==> src/rtl/decoder_3x8_using_2x4.sv <==
// 3-to-8 one-hot decoder built from two enabled 2-to-4 stages, with a registered output.
// Select {c,a,b} picks one of eight lines; c steers the decode to the upper or lower stage.

module decoder_2x4 (
  input  logic       en,
  input  logic       s1,
  input  logic       s0,
  output logic [3:0] d
);

  always_comb begin
    // NOTE: give every combinational output a default before the selective write, or synthesis infers a latch.
    d           = '0;
    d[{s1, s0}] = en;
  end

endmodule

module decoder_3x8_using_2x4 (
  input  logic       clk,
  input  logic       rst,
  input  logic       a,
  input  logic       b,
  input  logic       c,
  output logic [7:0] y
);

  logic [7:0] next_y;

  // Only the stage that c enables drives a 1, so exactly one line is hot for known inputs.
  decoder_2x4 u_low (
    .en (~c),
    .s1 (a),
    .s0 (b),
    .d  (next_y[3:0])
  );

  decoder_2x4 u_high (
    .en (c),
    .s1 (a),
    .s0 (b),
    .d  (next_y[7:4])
  );

  // Reset clears y at once; decoding resumes on the first clk edge after release.
  always_ff @(posedge clk or posedge rst) begin
    // NOTE: sequential state uses non-blocking assignments so every flop samples pre-edge values.
    if (rst) y <= 8'h00;
    else     y <= next_y;
  end

endmodule

==> config.mk <==
export PLATFORM = sky130hd
export DESIGN_NAME = decoder_3x8_using_2x4
export DESIGN_NICKNAME = d
export VERILOG_FILES = /design/src/rtl/decoder_3x8_using_2x4.sv
export SDC_FILE = /design/constraint.sdc
export NUM_CORES = 1
export LEC_CHECK = 0
export CAP_MARGIN = 20
export CORE_AREA = 5 5 42 44
export DETAILED_ROUTE_END_ITERATION = 10
export DIE_AREA = 0 0 47 49
export PLACE_DENSITY = 0.45
export SKIP_CTS_REPAIR_TIMING = 1
export SYNTH_ARGS = -nofsm -noshare
export SYNTH_HDL_FRONTEND = slang
export SYNTH_SLANG_ARGS = --single-unit
export TNS_END_PERCENT = 20
==> constraint.sdc <==
create_clock -name clk -period 0.8 [get_ports clk]
set_input_delay 0.16 -clock clk [delete_from_list [all_inputs] [get_ports clk]]
set_output_delay 0.16 -clock clk [all_outputs]
set_load 0.05 [all_outputs]
==> impl_results.md <==
* Wirelength per Cell at 10.79 um
* Std cell rows at 14
* Commonest cells post-synth: dfrtp_1 (8), and3b_2 (3), nor3b_1 (3)
* Unrepaired setup endpoints after global routing: true
* Worst path arrival time at 790 ps
* Routed Antenna Nets at 0
* Post-layout util at 37.05%
* Final worst slack at -153.2 ps
* Final count of pins violating max slew at 0
* CTS Buffer Depth at 2
* Synthesized area per cell at 15.82 sq um
* Multi-input gate area at 65.06 sq um
* Port bufs at 12
* GP Congestion at 0.6826
* Area Overhead vs Synth at 93.02%
* Syn Nets at 22
* Initial core utilization at 19.20%
* Cell with the most instances after synthesis: dfrtp_1
* CTS tree: done
* Antenna Cells at 0
* Slew of the pin with the lowest slew margin at 285.3 ps
* Asr flop ratio synth at 100.0%
* Yosys cell types at 6
* DIE HEIGHT at 49 um
* Crit-path cells: buf_12
* Initial antenna violation count at 0
* # nets final at 39
* Biggest regs: y: 8 flops
* Crit path max-delay cell type: dfrtp_1
* Fin crit share at 119.2%
* Vias per inst at 3.771
* Hold WC Path Type: in -> async
* CTS Root Buffer Type: clkbuf_4
* Seq/Total Area, Yosys at 74.42%
* Total Wirelength at 518 um
* Top cell type by total area after synthesis: dfrtp_1
* Ports at 13
* Via Count at 181
* Grt ovf at 0
* Vias in the first global route at 178
* CTS sink cnt at 8
* Critical path class: reg -> out
* Worst endpoint required time at 640 ps
* Leak at 0.2670 nW
* Synth Flop Type: dfrtp_1
* Ys Warns at 0
* Pre-antenna DRT Iters at 1
* CP bufs+invs at 1
* #FFs+latches synth at 8
* Largest Register: y
* 1st-iter DRT viols at 0
* Crit Path Max Fanout at 1
* Filler cells at 148
* Crit path capture type: output port
* Fmax at 1.049 GHz
* Setup TNS at -1194 ps
* Share of layout cells above drive strength 1 at 46.88%
* Max reg flops at 8
* VDD IR max at 0.6686 mV
* Run status: complete, but fails checks
* Failing checks: setup timing
* Post-synth EDFFs at 0
* CTS H-tree depth at 1
* Worst setup SP type: register
* CTS buffer count at 3
* Core Area at 1401 sq um
* Final hold violations at 0
* Min Tclk post-route at 953.2 ps
* Die area at 2303 sq um
* Top cell family by delay on the critical path: flip-flops
* Final setup fails at 8
* Pwr Density at 1732 nW/um^2
* Seq. cell area at 200.2 sq um
* Max-cap violations at 0
* Worst path max stage delay at 390 ps
* Pin count of the biggest net entering global routing at 9
* Worst slew margin at 80.96%
* First-pass GRT wire length at 765 um
* Reg clk slew, reported paths at 50 ps
* GRT Total Usage at 5.256%
* Area contributors post-synth: dfrtp_1 (74%), and3b_2 (11%), nor3b_1 (8.4%)
* Post-Synthesis Cells at 17
* DRC at 0
* DIE WIDTH at 47 um
* Area share of the largest cell type after synthesis at 74.42%
* Mapped Area at 269.0 sq um
kinds of logic (layout without fill, tap and decap cells):
family / count (synthesis) / in the layout / synth area share [%]
flip-flops: 8 / 8 / 74.42
AND/OR/NAND/NOR: 8 / 8 / 24.19
buffers and inverters: 1 / 16 / 1.394
cell type report:
class,instances,area share (%)
Sequential cell,8,38.55
Timing Repair Buffer,12,40.00
Tap cell,16,3.855
Clock buffer,3,4.337
Multi-Input combinational cell,8,12.53
Inverter,1,0.7229
stage by stage:
stage | setup WS (ps) | power [mW] | instances | cell area, sq um | hold slack (ps)
6_report | -153.2 | 0.8992 | 48 | 519.2 | 153.4
3_3_place_gp | -272.6 | 0.6156 | 45 | 489.2 | 426.2
5_1_grt | -183.0 | 0.9459 | 48 | 519.2 | 185.4
3_5_place_dp | -290.0 | 0.6172 | 45 | 489.2 | 421.0
2_1_floorplan | 54.05 | 0.5083 | 17 | 269.0 | -24.34
4_1_cts | -166.0 | 0.9181 | 48 | 511.7 | 159.4
metal layers:
| layer | track usage (%) | wire length [um] |
|---|---|---|
| met1 | 5.418 | 197 |
| met2 | 5.430 | 196 |
| met3 | 4.059 | 114 |
| met4 | 6.912 | 10 |
| met5 | 0 | 0 |
power breakdown:
| group | switching, mW | internal, mW | total [mW] |
|---|---|---|---|
| clock network | 0.122 | 0.171 | 0.293 |
| logic | 0.0871 | 0.0859 | 0.173 |
| registers | 0.0126 | 0.421 | 0.434 |
| total | 0.222 | 0.678 | 0.899 |
worst max path at each step:
| stage | from | to | cells past startpoint |
|---|---|---|---|
| 2_1_floorplan | y[0] | y[0] | 0 |
| 5_1_grt | y[6] | y[6] | 1 |
| 3_3_place_gp | c | y[3] | 2 |
| 6_report | y[1] | y[1] | 1 |
| 3_5_place_dp | c | y[3] | 2 |
| 4_1_cts | y[6] | y[6] | 1 |
layout by cell type, fill, tap and decap left out, drive strengths merged:
cell | synthesis | final
clkdlybuf4s50 | 0 | 1
nor3b | 3 | 3
dfrtp | 8 | 8
clkbuf | 0 | 3
inv | 1 | 1
and3 | 1 | 1
nor3 | 1 | 1
and3b | 3 | 3
buf | 0 | 8
dlymetal6s2s | 0 | 3
(Power assumes the default switching activity.)
